[config.mk]
export PLATFORM = sky130hd
export DESIGN_NAME = chain_code_shape_analyzer_flat
export DESIGN_NICKNAME = d
export VERILOG_FILES = /design/src/rtl/shape_pkg.sv /design/src/rtl/chain_code_shape_analyzer_if.sv /design/src/rtl/chain_code_step_decoder.sv /design/src/rtl/chain_code_shape_analyzer.sv /design/src/flat_wrapper.sv
export SDC_FILE = /design/constraint.sdc
export NUM_CORES = 1
export LEC_CHECK = 0
export BUFFER_PORTS_ARGS = -buffer_cell sky130_fd_sc_hd__buf_2
export CORE_MARGIN = 3
export CORE_UTILIZATION = 45
export CTS_CLUSTER_SIZE = 25
export DETAILED_ROUTE_END_ITERATION = 7
export PLACE_DENSITY = 0.74
export SLEW_MARGIN = 10
export SYNTH_ARGS = -nofsm -noshare
export SYNTH_HDL_FRONTEND = slang
export SYNTH_SLANG_ARGS = --single-unit
[constraint.sdc]
create_clock -name Clk -period 11.2 [get_ports Clk]
set_input_delay 1.68 -clock Clk [delete_from_list [all_inputs] [get_ports Clk]]
set_output_delay 1.68 -clock Clk [all_outputs]
set_load 0.05 [all_outputs]
[src/rtl/shape_pkg.sv]
// Shared definitions for the chain-code stages: default widths, FSM encoding
// and the Freeman code to (dx,dy) direction table.
package shape_pkg;

  localparam int COORD_W_DEF = 6;
  localparam int STEP_W_DEF  = 8;
  localparam int AREA_W_DEF  = 15;

  typedef enum logic [1:0] {
    IDLE  = 2'd0,
    TRACE = 2'd1,
    DONE  = 2'd2,
    ERR   = 2'd3
  } state_t;

  typedef struct packed {
    logic signed [1:0] dx;
    logic signed [1:0] dy;
  } step_t;

  // Row index grows downward, so "up" in the image is dy = -1.
  localparam step_t DIR_0 = {2'b01, 2'b00};
  localparam step_t DIR_1 = {2'b01, 2'b11};
  localparam step_t DIR_2 = {2'b00, 2'b11};
  localparam step_t DIR_3 = {2'b11, 2'b11};
  localparam step_t DIR_4 = {2'b11, 2'b00};
  localparam step_t DIR_5 = {2'b11, 2'b01};
  localparam step_t DIR_6 = {2'b00, 2'b01};
  localparam step_t DIR_7 = {2'b01, 2'b01};

  function automatic step_t dir_of(input logic [2:0] code);
    step_t s;
    unique case (code)
      3'd0: s = DIR_0;
      3'd1: s = DIR_1;
      3'd2: s = DIR_2;
      3'd3: s = DIR_3;
      3'd4: s = DIR_4;
      3'd5: s = DIR_5;
      3'd6: s = DIR_6;
      3'd7: s = DIR_7;
    endcase
    return s;
  endfunction

endpackage

[src/rtl/chain_code_shape_analyzer_if.sv]
// Chain input strobes and shape-descriptor results between the encoder/host
// side (master) and the analyzer (slave).
interface chain_code_shape_analyzer_if
  import shape_pkg::*;
#(
  parameter int COORD_W = COORD_W_DEF,
  parameter int STEP_W  = STEP_W_DEF,
  parameter int AREA_W  = AREA_W_DEF
) ();

  logic               start_valid;
  logic [COORD_W-1:0] start_x;
  logic [COORD_W-1:0] start_y;
  logic               code_valid;
  logic [2:0]         code_in;
  logic               chain_end;

  logic               busy;
  logic [COORD_W-1:0] min_x;
  logic [COORD_W-1:0] max_x;
  logic [COORD_W-1:0] min_y;
  logic [COORD_W-1:0] max_y;
  logic [STEP_W-1:0]  step_count;
  logic [STEP_W-1:0]  even_count;
  logic [STEP_W-1:0]  odd_count;
  logic [AREA_W-1:0]  area2;
  logic               closed;
  logic               result_valid;
  logic               error;

  modport master (
    output start_valid, start_x, start_y, code_valid, code_in, chain_end,
    input  busy, min_x, max_x, min_y, max_y, step_count, even_count,
           odd_count, area2, closed, result_valid, error
  );

  modport slave (
    input  start_valid, start_x, start_y, code_valid, code_in, chain_end,
    output busy, min_x, max_x, min_y, max_y, step_count, even_count,
           odd_count, area2, closed, result_valid, error
  );

endinterface

[src/rtl/chain_code_step_decoder.sv]
// Combinational Freeman code decoder: unit step (dx,dy) and diagonal flag.
module chain_code_step_decoder
  import shape_pkg::*;
(
  input  logic              code_in_i,
  input  logic [2:0]        code_i,
  output logic signed [1:0] dx,
  output logic signed [1:0] dy,
  output logic              is_diagonal
);

  step_t step;

  assign step        = dir_of(code_i);
  assign dx          = step.dx;
  assign dy          = step.dy;
  assign is_diagonal = code_i[0] & code_in_i;

endmodule

[src/rtl/chain_code_shape_analyzer.sv]
// Tracks the contour position from a chain-code stream and accumulates the
// bounding box, step statistics and doubled shoelace area for one chain.
module chain_code_shape_analyzer
  import shape_pkg::*;
#(
  parameter int COORD_W = COORD_W_DEF,
  parameter int STEP_W  = STEP_W_DEF,
  parameter int AREA_W  = AREA_W_DEF
) (
  input logic Clk,
  input logic reset_n,
  chain_code_shape_analyzer_if.slave bus
);

  state_t             state_q, state_d;
  logic [COORD_W-1:0] cur_x_q, cur_x_d, cur_y_q, cur_y_d;
  logic [COORD_W-1:0] start_x_q, start_x_d, start_y_q, start_y_d;
  logic [COORD_W-1:0] min_x_q, min_x_d, max_x_q, max_x_d;
  logic [COORD_W-1:0] min_y_q, min_y_d, max_y_q, max_y_d;
  logic [STEP_W-1:0]  step_q, step_d, even_q, even_d, odd_q, odd_d;
  logic [AREA_W-1:0]  area2_q, area2_d;
  logic               closed_q, closed_d, rv_q, rv_d, error_q, error_d;

  logic signed [1:0]  dx, dy;
  logic               is_diag;
  logic [COORD_W+1:0] nx_wide, ny_wide;
  logic [COORD_W-1:0] nx, ny, end_x, end_y;
  logic signed [AREA_W:0] x_ext, y_ext, term_x, term_y, term, area_sum;
  logic               wrap, step_full, area_ovf, fault;

  chain_code_step_decoder u_dec (
    .code_in_i   (1'b1),
    .code_i      (bus.code_in),
    .dx          (dx),
    .dy          (dy),
    .is_diagonal (is_diag)
  );

  // Two extra bits expose a step off either edge of the image as nonzero MSBs.
  assign nx_wide = {2'b00, cur_x_q} + {{COORD_W{dx[1]}}, dx};
  assign ny_wide = {2'b00, cur_y_q} + {{COORD_W{dy[1]}}, dy};
  assign nx      = nx_wide[COORD_W-1:0];
  assign ny      = ny_wide[COORD_W-1:0];
  assign wrap    = (nx_wide[COORD_W+1:COORD_W] != 2'b00) ||
                   (ny_wide[COORD_W+1:COORD_W] != 2'b00);

  // Shoelace term x*dy - y*dx with unit steps reduces to add/subtract/skip.
  assign x_ext    = $signed({{(AREA_W+1-COORD_W){1'b0}}, cur_x_q});
  assign y_ext    = $signed({{(AREA_W+1-COORD_W){1'b0}}, cur_y_q});
  assign term_x   = (dy == 2'sb01) ? x_ext : (dy == 2'sb11) ? -x_ext : '0;
  assign term_y   = (dx == 2'sb01) ? y_ext : (dx == 2'sb11) ? -y_ext : '0;
  assign term     = term_x - term_y;
  assign area_sum = $signed({area2_q[AREA_W-1], area2_q}) + term;
  assign area_ovf = area_sum[AREA_W] != area_sum[AREA_W-1];

  assign step_full = &step_q;
  assign fault     = bus.code_valid && (wrap || step_full || area_ovf);
  assign end_x     = bus.code_valid ? nx : cur_x_q;
  assign end_y     = bus.code_valid ? ny : cur_y_q;

  always_comb begin
    state_d   = state_q;
    cur_x_d   = cur_x_q;
    cur_y_d   = cur_y_q;
    start_x_d = start_x_q;
    start_y_d = start_y_q;
    min_x_d   = min_x_q;
    max_x_d   = max_x_q;
    min_y_d   = min_y_q;
    max_y_d   = max_y_q;
    step_d    = step_q;
    even_d    = even_q;
    odd_d     = odd_q;
    area2_d   = area2_q;
    closed_d  = closed_q;
    rv_d      = rv_q;
    error_d   = error_q;

    if (bus.start_valid) begin
      state_d   = TRACE;
      cur_x_d   = bus.start_x;
      cur_y_d   = bus.start_y;
      start_x_d = bus.start_x;
      start_y_d = bus.start_y;
      min_x_d   = bus.start_x;
      max_x_d   = bus.start_x;
      min_y_d   = bus.start_y;
      max_y_d   = bus.start_y;
      step_d    = '0;
      even_d    = '0;
      odd_d     = '0;
      area2_d   = '0;
      closed_d  = 1'b0;
      rv_d      = 1'b0;
      error_d   = 1'b0;
    end else if (state_q == TRACE) begin
      if (fault) begin
        state_d = ERR;
        error_d = 1'b1;
        rv_d    = 1'b0;
      end else begin
        if (bus.code_valid) begin
          cur_x_d = nx;
          cur_y_d = ny;
          if (nx < min_x_q) min_x_d = nx;
          if (nx > max_x_q) max_x_d = nx;
          if (ny < min_y_q) min_y_d = ny;
          if (ny > max_y_q) max_y_d = ny;
          step_d  = step_q + {{(STEP_W-1){1'b0}}, 1'b1};
          area2_d = area_sum[AREA_W-1:0];
          if (is_diag) odd_d  = odd_q + {{(STEP_W-1){1'b0}}, 1'b1};
          else         even_d = even_q + {{(STEP_W-1){1'b0}}, 1'b1};
        end
        if (bus.chain_end) begin
          state_d  = DONE;
          closed_d = (end_x == start_x_q) && (end_y == start_y_q);
          rv_d     = closed_d;
          error_d  = !closed_d;
        end
      end
    end
  end

  always_ff @(posedge Clk or negedge reset_n) begin
    if (!reset_n) begin
      state_q   <= IDLE;
      cur_x_q   <= '0;
      cur_y_q   <= '0;
      start_x_q <= '0;
      start_y_q <= '0;
      min_x_q   <= '1;
      max_x_q   <= '0;
      min_y_q   <= '1;
      max_y_q   <= '0;
      step_q    <= '0;
      even_q    <= '0;
      odd_q     <= '0;
      area2_q   <= '0;
      closed_q  <= 1'b0;
      rv_q      <= 1'b0;
      error_q   <= 1'b0;
    end else begin
      state_q   <= state_d;
      cur_x_q   <= cur_x_d;
      cur_y_q   <= cur_y_d;
      start_x_q <= start_x_d;
      start_y_q <= start_y_d;
      min_x_q   <= min_x_d;
      max_x_q   <= max_x_d;
      min_y_q   <= min_y_d;
      max_y_q   <= max_y_d;
      step_q    <= step_d;
      even_q    <= even_d;
      odd_q     <= odd_d;
      area2_q   <= area2_d;
      closed_q  <= closed_d;
      rv_q      <= rv_d;
      error_q   <= error_d;
    end
  end

  assign bus.busy         = (state_q == TRACE);
  assign bus.min_x        = min_x_q;
  assign bus.max_x        = max_x_q;
  assign bus.min_y        = min_y_q;
  assign bus.max_y        = max_y_q;
  assign bus.step_count   = step_q;
  assign bus.even_count   = even_q;
  assign bus.odd_count    = odd_q;
  assign bus.area2        = area2_q;
  assign bus.closed       = closed_q;
  assign bus.result_valid = rv_q;
  assign bus.error        = error_q;

endmodule

[src/flat_wrapper.sv]
// flat-port wrapper written by rule: the top's interface ports become plain ports
module chain_code_shape_analyzer_flat import shape_pkg::*;
#(
  parameter int COORD_W = COORD_W_DEF,
  parameter int STEP_W  = STEP_W_DEF,
  parameter int AREA_W  = AREA_W_DEF
)
  (Clk, reset_n, bus_start_valid, bus_start_x, bus_start_y, bus_code_valid, bus_code_in, bus_chain_end, bus_busy, bus_min_x, bus_max_x, bus_min_y, bus_max_y, bus_step_count, bus_even_count, bus_odd_count, bus_area2, bus_closed, bus_result_valid, bus_error);
  chain_code_shape_analyzer_if #(.COORD_W(COORD_W), .STEP_W(STEP_W), .AREA_W(AREA_W)) bus_i ();
  input logic Clk;
  input logic reset_n;
  input wire logic [$bits(bus_i.start_valid)-1:0] bus_start_valid;
  input wire logic [$bits(bus_i.start_x)-1:0] bus_start_x;
  input wire logic [$bits(bus_i.start_y)-1:0] bus_start_y;
  input wire logic [$bits(bus_i.code_valid)-1:0] bus_code_valid;
  input wire logic [$bits(bus_i.code_in)-1:0] bus_code_in;
  input wire logic [$bits(bus_i.chain_end)-1:0] bus_chain_end;
  output wire logic [$bits(bus_i.busy)-1:0] bus_busy;
  output wire logic [$bits(bus_i.min_x)-1:0] bus_min_x;
  output wire logic [$bits(bus_i.max_x)-1:0] bus_max_x;
  output wire logic [$bits(bus_i.min_y)-1:0] bus_min_y;
  output wire logic [$bits(bus_i.max_y)-1:0] bus_max_y;
  output wire logic [$bits(bus_i.step_count)-1:0] bus_step_count;
  output wire logic [$bits(bus_i.even_count)-1:0] bus_even_count;
  output wire logic [$bits(bus_i.odd_count)-1:0] bus_odd_count;
  output wire logic [$bits(bus_i.area2)-1:0] bus_area2;
  output wire logic [$bits(bus_i.closed)-1:0] bus_closed;
  output wire logic [$bits(bus_i.result_valid)-1:0] bus_result_valid;
  output wire logic [$bits(bus_i.error)-1:0] bus_error;
  assign bus_i.start_valid = bus_start_valid;
  assign bus_i.start_x = bus_start_x;
  assign bus_i.start_y = bus_start_y;
  assign bus_i.code_valid = bus_code_valid;
  assign bus_i.code_in = bus_code_in;
  assign bus_i.chain_end = bus_chain_end;
  assign bus_busy = bus_i.busy;
  assign bus_min_x = bus_i.min_x;
  assign bus_max_x = bus_i.max_x;
  assign bus_min_y = bus_i.min_y;
  assign bus_max_y = bus_i.max_y;
  assign bus_step_count = bus_i.step_count;
  assign bus_even_count = bus_i.even_count;
  assign bus_odd_count = bus_i.odd_count;
  assign bus_area2 = bus_i.area2;
  assign bus_closed = bus_i.closed;
  assign bus_result_valid = bus_i.result_valid;
  assign bus_error = bus_i.error;
  chain_code_shape_analyzer #(.COORD_W(COORD_W), .STEP_W(STEP_W), .AREA_W(AREA_W)) u_core (.Clk(Clk), .reset_n(reset_n), .bus(bus_i));
endmodule
# [After elaboration in Yosys (flattened, before gate mapping)]
# Memories as Yosys holds them, arrays and structs flattened.
# Cells that the tools add are included.
[word_totals] regBits=92 latch_bits=0 mem_bits_rw=0 rom_bits=32 input_bits=20 out_inout_bits=67 word_cells=133 memories=1
[memory_table] memory="(name not given)" words=8 word_bits=4 rd=1 rd_clocked_by_memory_dff=0 wr=0 line="shape_pkg.sv:33" source="unique case (code)"
[op_classes] addsub=9 mul=0 div=0 magnitude_cmp=4 n_eq_ne=10 shifts=0 muxes=65 bitwise_logic=0 reduce_logical=28
[op_table] cell="$mux W6" n=28
[op_table] cell="$mux W8" n=14
[op_table] cell="$mux W16" n=4
[op_table] cell="$mux W15" n=4
[op_table] cell="$neg A6 Y16" n=2
[op_table] cell="$add A8 B1 Y8 const B" n=3
[op_table] cell="$reduce_and A4 Y1" n=6
[op_table] cell="$reduce_bool A2 Y1" n=10
[op_table] cell="$add A15 B16 Y16" n=1
[op_table] cell="$add A7 B2 Y8" n=2
[op_table] cell="$sub A16 B16 Y16" n=1
[op_table] cell="$eq A6 B6 Y1" n=2
[op_table] cell="$gt A6 B6 Y1" n=2
[op_table] cell="$lt A6 B6 Y1" n=2
[op_table] cell="$mux W1" n=11
[op_table] cell="$mux W2" n=4
[op_table] cell="$reduce_and A8 Y1" n=1
[op_table] cell="$eq A2 B1 Y1 const B" n=3
[op_table] cell="$reduce_and A3 Y1" n=2
[op_table] cell="$eq A2 B2 Y1 const B" n=2
[op_table] cell="$ne A2 B2 Y1 const B" n=2
[op_table] cell="$reduce_and A2 Y1" n=2
[op_table] cell="$logic_or A1 B1 Y1" n=3
[op_table] cell="$reduce_bool A3 Y1" n=1
[op_table] cell="3 further kinds" n=4

# [Logic depth before layout (Yosys ltp)]
# An unclocked memory read counts as a cell.
[logic_depth] ltp_word=12 mapped_depth=21 ltp_nobuf=19

# [Cells and area by module]
# A second synthesis with hierarchy kept.
[unflattened] hier_cells=868 hier_area_um2=7624.8
[modules_own_cells] module="chain_code_shape_analyzer" n_inst=1 cells_each=862 area_per_inst_um2=7574.8 seq_area_each_um2=2317.2
[modules_own_cells] module="chain_code_step_decoder" n_inst=1 cells_each=6 area_per_inst_um2=50.0 seq_area_each_um2=0.0

# [Worst setup path after synthesis]
# OpenSTA, ideal clock, no wires.
[synth_timing] path_type="in2reg" start="input bus_code_in[2]" end="register u_core.even_q[5] (netlist: u_core.bus.even_count[5])" setup_ps=78 arrival_ps=5839 t_required_ps=11122 setup_slack_ps=5283 cell_stages=18 n_path_buf=2 path_cell_list="clkbuf_1 -> mux2i_1 -> buf_2 -> clkinv_1 -> or3_1 -> o21ai_0 -> fa_1 -> inv_1 -> ha_1 -> o21a_1 -> o31ai_4 -> a21oi_2 -> a211oi_2 -> xnor3_1 -> xnor2_4 -> nand4_1 -> or4_1 -> a21oi_1"
[synth_via] elab_chain_len=11 elab_cells_between_ends=22 classes_between="4 x add/sub; 6 x eq/ne; 4 x mux; 7 x reduce/logical; 1 x memory"
[synth_lines] item="start, declared" line="flat_wrapper.sv:16" source="input wire logic [$bits(bus_i.code_in)-1:0] bus_code_in;"
[synth_lines] item="$mem_v2 Z8 W4 *"
[synth_lines] item="$eq A2 B1 Y1, on equally long branches" line="chain_code_shape_analyzer.sv:50, chain_code_shape_analyzer.sv:51"
[synth_lines] item="$mux W16, on equally long branches (2 in a row)" line="chain_code_shape_analyzer.sv:50, chain_code_shape_analyzer.sv:51"
[synth_lines] item="$sub A16 B16 Y16" line="chain_code_shape_analyzer.sv:52" source="assign term = term_x - term_y;"
[synth_lines] item="$add A15 B16 Y16" line="chain_code_shape_analyzer.sv:53" source="assign area_sum = $signed({area2_q[AREA_W-1], area2_q}) + term;"
[synth_lines] item="$ne A1 B1 Y1" line="chain_code_shape_analyzer.sv:54" source="assign area_ovf = area_sum[AREA_W] != area_sum[AREA_W-1];"
[synth_lines] item="$logic_or A1 B1 Y1 *" line="chain_code_shape_analyzer.sv:57" source="assign fault = bus.code_valid && (wrap || step_full || area_ovf);"
[synth_lines] item="$logic_and A1 B1 Y1 *" line="chain_code_shape_analyzer.sv:57"
[synth_lines] item="$ne A2 B2 Y1 (no source line) *"
[synth_lines] item="$reduce_and A4 Y1 (no source line) *"
[synth_lines] item="end signal, assigned" line="chain_code_shape_analyzer.sv:153" source="even_q <= even_d;"
[synth_lines] item="end, declared" line="chain_code_shape_analyzer.sv:20" source="logic [STEP_W-1:0] step_q, step_d, even_q, even_d, odd_q, odd_d;"
# Mark *: on every way between the ends. The rest lies on a longest branch, timed or not.
# A chain may end at the register's enable or synchronous reset.

# [Worst setup path in the final report]
[layout_timing] start="input bus_code_in[0]" end="register u_core.odd_q[7] (netlist: u_core.bus.odd_count[7])"
[layout_via] elab_chain_len=11 elab_cells_between_ends=23 classes_between="4 x add/sub; 6 x eq/ne; 4 x mux; 8 x reduce/logical; 1 x memory"
[layout_lines] item="$mem_v2 Z8 W4"
[layout_lines] item="$eq A2 B1 Y1, on equally long branches" line="chain_code_shape_analyzer.sv:50, chain_code_shape_analyzer.sv:51"
[layout_lines] item="$mux W16, on equally long branches (2 in a row)" line="chain_code_shape_analyzer.sv:50, chain_code_shape_analyzer.sv:51"
[layout_lines] item="$sub A16 B16 Y16" line="chain_code_shape_analyzer.sv:52"
[layout_lines] item="$add A15 B16 Y16" line="chain_code_shape_analyzer.sv:53"
[layout_lines] item="$ne A1 B1 Y1" line="chain_code_shape_analyzer.sv:54"
[layout_lines] item="$logic_or A1 B1 Y1" line="chain_code_shape_analyzer.sv:57"
[layout_lines] item="$logic_and A1 B1 Y1" line="chain_code_shape_analyzer.sv:57"
[layout_lines] item="$ne A2 B2 Y1 (no source line)"
[layout_lines] item="$reduce_and A4 Y1 (no source line) *"
[layout_lines] item="end signal, assigned" line="chain_code_shape_analyzer.sv:137" source="odd_q <= '0;"
[layout_lines] item="end signal, assigned" line="chain_code_shape_analyzer.sv:154" source="odd_q <= odd_d;"
[layout_lines] item="end, declared" line="chain_code_shape_analyzer.sv:20"
# Marks and branches as above.

==> impl_metrics.tcl <==
set metrics [dict create \
    status "complete, no violations" \
    grt_pass1_vias 6153 \
    num_io_pins 87 \
    synthTopCellsByArea "dfrtp_1 (28%), ha_1 (11%), inv_1 (5.8%)" \
    clk-insertion-delay-late_ns 0.36 \
    finalHoldViolCount 0 \
    clk_pin_slew_ns 0.07 \
    ant_nets 0 \
    drt_iter0_drc 419 \
    core_um2 15300 \
    htreeDepth 3 \
    antenna_found_initial 0 \
    r2r_slack_ns 5.63 \
    syn-instance-count 817 \
    grt_overflow 0 \
    synth_seq_cells 92 \
    r2r_end "u_core.bus.odd_count[7]$_DFFE_PN0P_" \
    worst-path-max-fanout 51 \
    cp.arrival_ns 7.01 \
    worstSetupStartpointType "primary input" \
    grt_start_max_net_pins 66 \
    yosys_most_used_dff "dfrtp_1" \
    fp.dieW_um 131 \
    clockBufferDepth 2 \
    peakVddDrop_v 0.0000906 \
    ys_top_cells_by_count "inv_1 (110), dfrtp_1 (80), nand2_1 (78)" \
    grt_first_pass_wirelength_um 30200 \
    crit_top_cell "o21ai_0" \
    setup_viol 0 \
    drc 0 \
    die-height_um 131 \
    tightest_slew_ns 1.10 \
    cap_viol_max_count 0 \
    place_congestion 0.893 \
    antenna-diode-count 0 \
    yosysWarnings 0 \
    clock.fmax_mhz 148 \
    finalPower_mw 1.44 \
    cts_tree "done" \
    finClkSkew_ns 0.0117 \
    crit_chain "buf_2 > nor2_1 > nor2_1 > o21ai_0 > fa_1 > inv_1 > ha_1 > a21o_1 > o21ai_0 > o21ai_0 > a211oi_2 > xnor3_1 > xnor2_4 > nand2_2 > or4_1 > a21oi_1" \
    synth_top_area_share_pct 28.3 \
    fin_tns_setup_ns 0 \
    place_hpwl_um 13400 \
    syn_to_final_growth_pct 12.9 \
    grtUsageTotal_pct 21.0 \
    setup.worst_path.start "bus_code_in[0]" \
    wl_per_cell_um 16.3 \
    async_reset_ff_share_pct 100 \
    finalCriticalPeriod_ns 6.74 \
    num_rows 45 \
    critPathCapture "u_core.bus.odd_count[7]$_DFFE_PN0P_" \
    reg2reg_depth 17 \
    worstHoldPathType "reg2reg" \
    post-route-period-util_pct 60.2 \
    synth-edff-count 0 \
    finalWirelength_um 18000 \
    p_leak_nw 3.90 \
    slew_headroom_pct 26.7 \
    start_util_pct 46.2 \
    cp_slowest_cell "or4_1" \
    post_cts_resized 0 \
    yosysUniqueCellTypes 59 \
    ctsHoldBuffers 0 \
    worstPathRequired_ns 11.47 \
    synth-seq-area-share_pct 32.7 \
    first_pass_iters 5 \
    rsz0062_at_grt "false" \
    slew_violations 0 \
    cts_setup_buffers 0 \
    vias 6195 \
    slowest_delay_ns 0.69 \
    clock_sinks 92 \
    syn_area_um2 7080 \
    yosysMostFrequentCell "inv_1" \
    final_nets 986 \
    pwr_density_cell_nw_per_um2 180 \
    dieArea_um2 17300 \
    r2r-start "u_core.cur_y_q[1]$_DFFE_PN0P_" \
    port_buffers 86 \
    critPathKind "in2reg" \
    setup.worst_path.end_class "flop" \
    vias_per_cell 5.61 \
    drive_gt1_share_pct 15.0 \
    syn_nets 914 \
    synth_area_per_cell_um2 8.66 \
    cts_root_buffer "clkbuf_16" \
    yosysTopAreaCell "dfrtp_1" \
    fillers 1498 \
    numCtsBuffers 9 \
]
worst min-delay path by stage:
stage                                           end                            start  cells past startpoint
floorplan           u_core.start_x_q[4]$_DFFE_PN0P_  u_core.start_x_q[4]$_DFFE_PN0P_                      2
global placement    u_core.bus.min_x[3]$_DFFE_PN1P_  u_core.bus.min_x[3]$_DFFE_PN1P_                      2
detailed placement  u_core.bus.min_x[3]$_DFFE_PN1P_  u_core.bus.min_x[3]$_DFFE_PN1P_                      2
CTS                 u_core.bus.min_x[3]$_DFFE_PN1P_  u_core.bus.min_x[3]$_DFFE_PN1P_                      2
global route        u_core.bus.min_y[3]$_DFFE_PN1P_  u_core.bus.min_y[3]$_DFFE_PN1P_                      2
finish              u_core.bus.min_x[3]$_DFFE_PN1P_  u_core.bus.min_x[3]$_DFFE_PN1P_                      2
cell families (layout without fill, tap and decap cells):
group                      count (synthesis)  count (layout)  synth area share [%]
DFF                                       92              92                  32.7
muxes                                     31              31                  4.49
xor gates and xnor gates                  44              44                  5.91
adders and majority gates                 77              77                  15.4
AOI/OAI and AO/OA                        207             207                  18.6
buffers and inverters                    140             217                  7.57
and+or+nand+nor                          226             226                  15.3
final cells by class:
class	instances	area (um^2)	share of cell area [%]
timing repair buffer	90	463	5.79
sequential	92	2320	29.0
inverter	111	417	5.21
multi-input combinational	585	4220	52.8
tap	211	264	3.30
clock inverter	6	68.8	0.861
clock buffer	10	239	2.99
metal layers:
layer,vias to the layer above,global-route usage [%],wire length (um)
met5,-,0,0
met4,0,6.77,390
met3,32,3.64,772
met2,177,35.0,8740
met1,2988,27.8,8080
li1,2998,-,-
sequential cells by signal, summed over array words and instances, names as in the netlist:
signal	flops
u_core.bus.result_valid	1
u_core.bus.odd_count	8
u_core.bus.min_y	6
u_core.bus.min_x	6
u_core.bus.max_y	6
u_core.state_q	2
u_core.bus.even_count	8
u_core.start_x_q	6
u_core.cur_y_q	6
u_core.cur_x_q	6
u_core.bus.error	1
u_core.bus.closed	1
u_core.bus.step_count	8
u_core.bus.area2	15
u_core.bus.max_x	6
u_core.start_y_q	6
report_power, final:
group | internal (mW) | switching, mW | total, mW | leakage, nW
registers | 0.366 | 0.0301 | 0.396 | 1.16
clock network | 0.181 | 0.139 | 0.320 | 0.155
logic | 0.267 | 0.456 | 0.723 | 2.59
critical path: cells and delay by family:
| family | cells | cell delay, ns |
|---|---|---|
| compound gates | 6 | 1.29 |
| xor+xnor | 2 | 0.80 |
| fa+ha+maj | 2 | 0.91 |
| buf+inv | 2 | 0.23 |
| simple gates | 4 | 2.07 |
cell usage in the layout, fill, tap and decap left out, types with 11 or more instances in the layout:
cell type	synthesis	layout
o21ai_0	54	54
dfstp_2	12	12
nor3_1	15	15
nand4_1	11	11
xnor2_1	29	29
buf_2	8	85
fa_1	17	17
inv_1	110	110
a21oi_1	60	60
a21o_1	11	11
ha_1	60	60
nand3_1	24	24
nor2_1	44	44
mux2i_1	25	25
dfrtp_1	80	80
nand2_1	78	78
or3_1	12	12
xor2_1	13	13
per-stage QoR:
stage                     area (um^2)  setup slack (ns)  std cells  utilization [%]  hold slack [ns]
final                            7990              4.46       1105             52.2            0.517
after global routing             7990              3.98       1105             52.2            0.528
after CTS                        7990              4.56       1105             52.2            0.516
after detailed placement         7680              4.17       1089             50.2            0.506
after global placement           7680              4.31       1089             50.2            0.507
after floorplan                  7080              5.28        817                -            0.501
No activity file was read; power rests on OpenSTA's default activity.
